`src/rtl/e_mdu_issue_pkg.sv`:
```
// Shared MDU definitions: opcode encoding, default latencies and small
// opcode helpers used by the issue stage and the MDU itself.
package e_mdu_issue_pkg;

  localparam int MDU_OP_W     = 5;
  localparam int MDU_MULT_CYC = 5;
  localparam int MDU_DIV_CYC  = 10;
  // Wide enough to hold the longest (divide) latency.
  localparam int MDU_CNT_W    = 4;

  typedef enum logic [MDU_OP_W-1:0] {
    MDU_NONE  = 5'd0,
    MDU_MULT  = 5'd1,
    MDU_MULTU = 5'd2,
    MDU_DIV   = 5'd3,
    MDU_DIVU  = 5'd4,
    MDU_MFHI  = 5'd5,
    MDU_MFLO  = 5'd6,
    MDU_MTHI  = 5'd7,
    MDU_MTLO  = 5'd8
  } mdu_op_e;

  // Encodings outside the defined set behave exactly like "no MDU op".
  function automatic logic [MDU_OP_W-1:0] norm_op(input logic [MDU_OP_W-1:0] op);
    return (op > MDU_MTLO) ? MDU_NONE : op;
  endfunction

  // Ops that occupy the MDU and therefore need a start pulse.
  function automatic logic is_start_op(input logic [MDU_OP_W-1:0] op);
    return (op == MDU_MULT) || (op == MDU_MULTU) ||
           (op == MDU_DIV)  || (op == MDU_DIVU);
  endfunction

  function automatic logic is_div_op(input logic [MDU_OP_W-1:0] op);
    return (op == MDU_DIV) || (op == MDU_DIVU);
  endfunction

endpackage

```
`src/rtl/e_mdu_issue_if.sv`:
```
// Signal bundle between the D/E pipeline control, E_MDU and the MDU issue
// stage. The slave side is the issue stage; the master side is its environment.
interface e_mdu_issue_if #(
  parameter int OP_W = 5
);

  logic            Req;
  logic [OP_W-1:0] D_MDUOp;
  logic            Stall_other;
  logic            Busy;
  logic [OP_W-1:0] E_MDUOp;
  logic            E_Start;
  logic            Stall_MD;
  logic            Sync_err;

  modport master (
    output Req, D_MDUOp, Stall_other, Busy,
    input  E_MDUOp, E_Start, Stall_MD, Sync_err
  );

  modport slave (
    input  Req, D_MDUOp, Stall_other, Busy,
    output E_MDUOp, E_Start, Stall_MD, Sync_err
  );

endinterface

```
`src/rtl/e_mdu_issue_mdu_lat_ctr.sv`:
```
// Mirror of the MDU latency counter. It is non-zero exactly while E_MDU
// should report Busy, so hazard logic never needs a path from Busy itself.
// Any disagreement with the real Busy is latched into a sticky error flag.
module mdu_lat_ctr #(
  parameter int CNT_W    = 4,
  parameter int MULT_CYC = 5,
  parameter int DIV_CYC  = 10
) (
  input  logic clk,
  input  logic reset,
  input  logic start,
  input  logic is_div,
  input  logic req,
  input  logic busy,
  output logic zero,
  output logic sync_err
);

  logic [CNT_W-1:0] cnt;

  assign zero = (cnt == '0);

  // Load on start, freeze under Req like E_MDU does, otherwise count down to zero.
  always_ff @(posedge clk or negedge reset) begin
    if (!reset) begin
      cnt <= '0;
    end else if (start) begin
      cnt <= is_div ? CNT_W'(DIV_CYC) : CNT_W'(MULT_CYC);
    end else if (req) begin
      cnt <= cnt;
    end else if (cnt != '0) begin
      cnt <= cnt - CNT_W'(1);
    end
  end

  // Sticky divergence flag between the mirror and the real Busy.
  always_ff @(posedge clk or negedge reset) begin
    if (!reset) begin
      sync_err <= 1'b0;
    end else if ((!zero) != busy) begin
      sync_err <= 1'b1;
    end
  end

endmodule

```
`src/rtl/e_mdu_issue.sv`:
```
// D->E issue and hazard stage for the multiply/divide unit. Holds the E-stage
// MDU opcode, produces the start pulse and stalls D-stage md-class ops while
// the MDU is occupied, using a mirror counter instead of E_MDU's Busy.
module e_mdu_issue
  import e_mdu_issue_pkg::*;
#(
  parameter int OP_W     = MDU_OP_W,
  parameter int MULT_CYC = MDU_MULT_CYC,
  parameter int DIV_CYC  = MDU_DIV_CYC
) (
  input logic         clk,
  input logic         reset,
  e_mdu_issue_if.slave mdu
);

  logic [OP_W-1:0] e_op;
  logic [OP_W-1:0] d_op;
  logic            cnt_zero;
  logic            e_start;
  logic            md_busy;
  logic            stall_md;
  logic            sync_err;

  assign d_op     = norm_op(mdu.D_MDUOp);
  assign e_start  = is_start_op(e_op) && !mdu.Req && cnt_zero;
  // An op issuing this cycle occupies the MDU just as much as a running one.
  assign md_busy  = !cnt_zero || e_start;
  assign stall_md = (d_op != MDU_NONE) && md_busy;

  // E-stage opcode register: flush on Req, bubble on any stall, else advance.
  always_ff @(posedge clk or negedge reset) begin
    if (!reset) begin
      e_op <= MDU_NONE;
    end else if (mdu.Req) begin
      e_op <= MDU_NONE;
    end else if (stall_md || mdu.Stall_other) begin
      e_op <= MDU_NONE;
    end else begin
      e_op <= d_op;
    end
  end

  mdu_lat_ctr #(
    .CNT_W    (MDU_CNT_W),
    .MULT_CYC (MULT_CYC),
    .DIV_CYC  (DIV_CYC)
  ) u_lat_ctr (
    .clk      (clk),
    .reset    (reset),
    .start    (e_start),
    .is_div   (is_div_op(e_op)),
    .req      (mdu.Req),
    .busy     (mdu.Busy),
    .zero     (cnt_zero),
    .sync_err (sync_err)
  );

  assign mdu.E_MDUOp  = e_op;
  assign mdu.E_Start  = e_start;
  assign mdu.Stall_MD = stall_md;
  assign mdu.Sync_err = sync_err;

endmodule

```
`src/flat_wrapper.sv`:
```
// flat-port wrapper written by rule: the top's interface ports become plain ports
module e_mdu_issue_flat import e_mdu_issue_pkg::*;
#(
  parameter int OP_W     = MDU_OP_W,
  parameter int MULT_CYC = MDU_MULT_CYC,
  parameter int DIV_CYC  = MDU_DIV_CYC
)
  (clk, reset, mdu_Req, mdu_D_MDUOp, mdu_Stall_other, mdu_Busy, mdu_E_MDUOp, mdu_E_Start, mdu_Stall_MD, mdu_Sync_err);
  e_mdu_issue_if #(.OP_W(OP_W)) mdu_i ();
  input logic clk;
  input logic reset;
  input wire logic [$bits(mdu_i.Req)-1:0] mdu_Req;
  input wire logic [$bits(mdu_i.D_MDUOp)-1:0] mdu_D_MDUOp;
  input wire logic [$bits(mdu_i.Stall_other)-1:0] mdu_Stall_other;
  input wire logic [$bits(mdu_i.Busy)-1:0] mdu_Busy;
  output wire logic [$bits(mdu_i.E_MDUOp)-1:0] mdu_E_MDUOp;
  output wire logic [$bits(mdu_i.E_Start)-1:0] mdu_E_Start;
  output wire logic [$bits(mdu_i.Stall_MD)-1:0] mdu_Stall_MD;
  output wire logic [$bits(mdu_i.Sync_err)-1:0] mdu_Sync_err;
  assign mdu_i.Req = mdu_Req;
  assign mdu_i.D_MDUOp = mdu_D_MDUOp;
  assign mdu_i.Stall_other = mdu_Stall_other;
  assign mdu_i.Busy = mdu_Busy;
  assign mdu_E_MDUOp = mdu_i.E_MDUOp;
  assign mdu_E_Start = mdu_i.E_Start;
  assign mdu_Stall_MD = mdu_i.Stall_MD;
  assign mdu_Sync_err = mdu_i.Sync_err;
  e_mdu_issue #(.OP_W(OP_W), .MULT_CYC(MULT_CYC), .DIV_CYC(DIV_CYC)) u_core (.clk(clk), .reset(reset), .mdu(mdu_i));
endmodule
```
`config.mk`:
```
export PLATFORM = sky130hd
export DESIGN_NAME = e_mdu_issue_flat
export DESIGN_NICKNAME = d
export VERILOG_FILES = /design/src/rtl/e_mdu_issue_pkg.sv /design/src/rtl/e_mdu_issue_if.sv /design/src/rtl/e_mdu_issue_mdu_lat_ctr.sv /design/src/rtl/e_mdu_issue.sv /design/src/flat_wrapper.sv
export SDC_FILE = /design/constraint.sdc
export NUM_CORES = 1
export LEC_CHECK = 0
export CAP_MARGIN = 15
export CORE_AREA = 3 3 40 42
export CTS_CLUSTER_SIZE = 8
export DETAILED_ROUTE_END_ITERATION = 6
export DIE_AREA = 0 0 43 45
export HOLD_SLACK_MARGIN = 0.03
export PLACE_DENSITY = 0.78
export SYNTH_ARGS = -nofsm -noshare
export SYNTH_HDL_FRONTEND = slang
export SYNTH_HIERARCHICAL = 1
export SYNTH_SLANG_ARGS = --single-unit
```
`constraint.sdc`:
```
create_clock -name clk -period 3.37 [get_ports clk]
set_input_delay 0.5055 -clock clk [delete_from_list [all_inputs] [get_ports clk]]
set_output_delay 0.5055 -clock clk [all_outputs]
set_load 0.02 [all_outputs]
```
* Yosys cells after proc, flatten, opt, wreduce, memory -nomap -nowiden
Cells that the tools add are included.
W data, S select, Z words.
** Word-level totals
- Register bits after elaboration :: 10
- Bits of input ports :: 10
- Output and inout port bits :: 8
- Logic and storage cells :: 34
** Cells by class
- Add/subtract/negate cells :: 1
- Magnitude comparators :: 1
- Equal/unequal tests :: 6
- Multiplexer cells :: 7
- Reductions and logical operators :: 16
** Operators by type and width (number)
- $mux W4 :: 4
- $mux W5 :: 3
- $eq A5 B2 Y1 const B :: 2
- $logic_or A1 B1 Y1 :: 6
- $eq A5 B1 Y1 const B :: 1
- $eq A5 B3 Y1 const B :: 1
- $gt A5 B4 Y1 const B :: 1
- $reduce_bool A5 Y1 :: 1
- $logic_not A4 Y1 :: 1
- $reduce_bool A4 Y1 :: 1
- $sub A4 B1 Y4 const B :: 1
- $logic_and A1 B1 Y1 :: 3
- $logic_not A1 Y1 :: 2
- $ne A2 B1 Y1 const B :: 1
- $reduce_and A2 Y1 :: 1
- $reduce_bool A2 Y1 :: 1
- $ne A1 B1 Y1 :: 1

* Depth between registers and ports, before layout
- Depth after elaboration :: 11
- Depth in mapped cells :: 8

* Hierarchy
Netlist, hierarchy kept.
** Modules (own cells, without submodules)
- e_mdu_issue :: times used 1, cells an instance 28, area each 281.5 sq um, seq. area each 125.1 sq um
- mdu_lat_ctr :: times used 1, cells an instance 28, area each 276.5 sq um, seq. area each 125.1 sq um

* Least setup slack after synthesis
No wires, ideal clock.
- Kind :: reg-to-output
- Start :: register u_core.e_op[1] (netlist: u_core/mdu.E_MDUOp[1])
- End :: output port mdu_E_Start
- Data arrival time :: 1705 ps
- Slack :: 1159 ps
- Stages on the path, launching flop included :: 4
- Buffers on the path :: 0
- Path through :: dfrtp_1 > or3b_4 > a2111oi_4 > and2_1
** Between the ends
- Longest elaborated chain between the ends :: 6
** RTL lines
- start: declaration :: line e_mdu_issue.sv:16 : logic [OP_W-1:0] e_op;
- start signal: assignment :: line e_mdu_issue.sv:39 : e_op <= d_op;
- $eq A5 B1 Y1 / $eq A5 B2 Y1 (equally long branches) :: line e_mdu_issue_pkg.sv:30 : return (op == MDU_MULT) || (op == MDU_MULTU) ||
- $logic_or A1 B1 Y1 (2 in series) :: line e_mdu_issue_pkg.sv:30
- $logic_or A1 B1 Y1 (*) :: line e_mdu_issue_pkg.sv:31 : (op == MDU_DIV) || (op == MDU_DIVU);
- $logic_and A1 B1 Y1 (*) (2 in series) :: line e_mdu_issue.sv:25 : assign e_start = is_start_op(e_op) && !mdu.Req && cnt_zero;
- end: declaration :: line flat_wrapper.sv:17 : output wire logic [$bits(mdu_i.E_Start)-1:0] mdu_E_Start;
Every way passes the cells marked *; elsewhere a longest branch is shown, timed or not.

* Final worst setup path
Same ends and word-level chain as after synthesis.

==> impl_metrics.yaml <==
status:
  outcome: "complete, no violations"
power_and_ir_drop:
  swShare_pct: 32.1
  combPwrFrac_pct: 34.5
  leakagePower_nw: 0.322
  p_int_mw: 0.251
  peakVddDrop_v: 0.000360
  power_density_nw_per_um2: 484
  seq_power_share_pct: 44.2
  switchingPower_mw: 0.119
  clkPwrFrac_pct: 21.3
critical_path:
  path_cells: "or3b_4 -> a2111oi_4 -> and2_1 -> clkdlybuf4s50_1"
  worst_ep_arrival_time_ps: 2550
  path_max_fanout: 7
  crit_type: "flip-flop to primary output"
  cp_top_family: "simple AND/OR/NAND/NOR gates"
  cpPeakStageDelay_ps: 650
  cp_num_buf_inv: 1
  startpoint_type: "flip-flop"
  crit_path_top_delay_cell: "clkdlybuf4s50_1"
  worstPathRequired_ps: 2860
  end_kind: "primary output"
layout:
  final_cell_area_um2: 764
  seq_area_um2: 250
  layout_common_cells: "clkdlybuf4s50_1 (17), dfrtp_1 (10), inv_1 (6)"
  multi_input_area_um2: 280
  final.fill_count: 119
  fin_util_pct: 59.5
  area_growth_pct: 37.0
  nets: 88
  final_common_cell: "clkdlybuf4s50_1"
  layout-drive-gt1-share_pct: 6.67
  antenna_cells: 0
cts:
  cts-resized-gates: 0
  cts_hold_buf: 0
  cts_max_path_buffers: 2
  clkSlewWorstSetupHoldPaths_ps: 60
  numCtsBuffers: 3
  ctsHtreeMaxLevel: 1
  postCtsSetupBuffers: 0
  cts_root_buf: "clkbuf_4"
  clk_latency_ps: 260
  cts_tree: "yes"
  cts_sinks: 10
drt:
  drcViolationCount: 0
  ant_nets: 0
  first_pass_iters: 4
  wl_mm: 1.19
  wire_per_inst_um: 13.2
  vias: 492
  initialDrtViolationCount: 23
  post_drt_via_cell_ratio: 5.47
synthesis:
  ys_seq_area_share_pct: 44.8
  synth_warnings: 6
  synth_nets: 67
  synth_cell_types: 28
  synth_top_family_by_area: "simple AND/OR/NAND/NOR gates"
  synthAdderAreaFrac_pct: 2.24
  synth_compound_area_share_pct: 17.0
  muxShareOfSynthArea_pct: 0
  yosys.area_share.simple_pct: 27.1
  ys_ff_latch: 10
  syn_area_per_cell_um2: 9.96
  syn_area_um2: 558
  synth-xor-area-share_pct: 3.14
  synthCells: 56
placed_design:
  place_congestion: 0.849
  dpl.hpwl_um: 909
  pre_cts_ws_ps: 482
  io_buffers: 17
  placed_cell_area_um2: 742
timing:
  finalSetupViolCount: 0
  fin_ws_ps: 313
  fmax_ghz: 0.327
  rsz0062_at_grt: "false"
  hold_violations: 0
  final_max_slew_viol_count: 0
  whs_ps: 473
  tns_ps: 0
  fin_skew_ps: 4.22
  fin_crit_ps: 3060
  fin_crit_sh_pct: 90.7
run:
  maxCapViolCount: 0
die:
  dieArea_um2: 1940
  core_area_um2: 1280
  boundaryPins: 18
  num_rows: 13
  fp.dieW_um: 43
  start_util_pct: 43.4
  die_h_um: 45
global_routing:
  grt_pass1_vias: 441
  grt_first_pass_wirelength_mm: 1.92
  antenna_found_initial: 0
  overflow: 0
  grt_use_total_pct: 13.5
  grt_max_degree: 11
worst_hold_path:
  hold_path_class: "flip-flop to flip-flop"
## layout make-up
class	instances	area share, %
well taps	15	2.45
repair buffers	17	22.3
inverters	6	2.95
flip-flops and latches	10	32.7
clock buffers	3	2.95
multi-input cells	39	36.7
## sequential cells by signal (all words and copies together), names as in the netlist
signal	count
u_core/u_lat_ctr/cnt	4
u_core/mdu.E_MDUOp	5
u_core/u_lat_ctr/sync_err	1
## layer usage
layer	global-route usage (%)	wire length [um]
met5	0	0
met4	7.23	2
met3	5.18	76
met2	19.2	577
met1	17.8	532
## cell families after synthesis
family | count (synthesis)
buffers and inverters | 7
XOR/XNOR | 2
adder cells (fa/ha/maj) | 1
AND/OR/NAND/NOR | 25
flip-flops | 10
other | 1
AO/OA/AOI/OAI | 10
## path summary, 6_finish.rpt
kind	startpoint	to	slack (ps)	depth (start not counted)
setup / recovery	u_core/mdu.E_MDUOp[1]$_DFF_PN0_	mdu_E_Start	310	4
hold / removal	u_core/u_lat_ctr/sync_err$_DFFE_PN0P_	u_core/u_lat_ctr/sync_err$_DFFE_PN0P_	470	1
setup reg to reg	u_core/mdu.E_MDUOp[1]$_DFF_PN0_	u_core/u_lat_ctr/cnt[0]$_DFFE_PN0P_	1310	5
hold reg to reg	u_core/u_lat_ctr/sync_err$_DFFE_PN0P_	u_core/u_lat_ctr/sync_err$_DFFE_PN0P_	470	1
max in group asynchronous	reset	u_core/mdu.E_MDUOp[0]$_DFF_PN0_	2510	1
min in group asynchronous	reset	u_core/u_lat_ctr/sync_err$_DFFE_PN0P_	550	1
## cells in the mapped netlist (all sizes together)
cell	number	area, um2
a2111oi	1	27.5
a211oi	1	7.51
a21boi	1	7.51
a21oi	2	10.0
and2	1	6.26
and3	1	6.26
buf	1	5.00
conb	1	3.75
dfrtp	10	250
ha	1	12.5
inv	6	22.5
nand2	3	11.3
nand2b	1	6.26
nand3	3	15.0
nand3b	2	15.0
nand4b	1	8.76
nor2	3	11.3
nor2b	1	6.26
nor3	4	20.0
nor4bb	1	10.0
o211a	1	10.0
o21bai	1	7.51
o31a	2	17.5
o31ai	1	7.51
or3b	2	20.0
or4	2	15.0
xnor2	2	17.5
## through the flow
| stage | cells | total power, mW |
|---|---|---|
| final | 90 | 0.370 |
| after global routing | 90 | 0.397 |
| after global placement | 87 | 0.286 |
| after CTS | 90 | 0.371 |
| after detailed placement | 87 | 0.292 |
| after floorplan | 56 | 0.251 |
## power by group through the flow
stage | Clock, mW | Sequential, mW | Combinational, mW
after floorplan | 0 | 0.161 | 0.0899
after global placement | 0 | 0.164 | 0.122
after detailed placement | 0 | 0.165 | 0.127
after CTS | 0.0809 | 0.163 | 0.128
after global routing | 0.0853 | 0.166 | 0.146
final | 0.0787 | 0.164 | 0.127
Note: power is estimated with default switching activity, not from simulation.
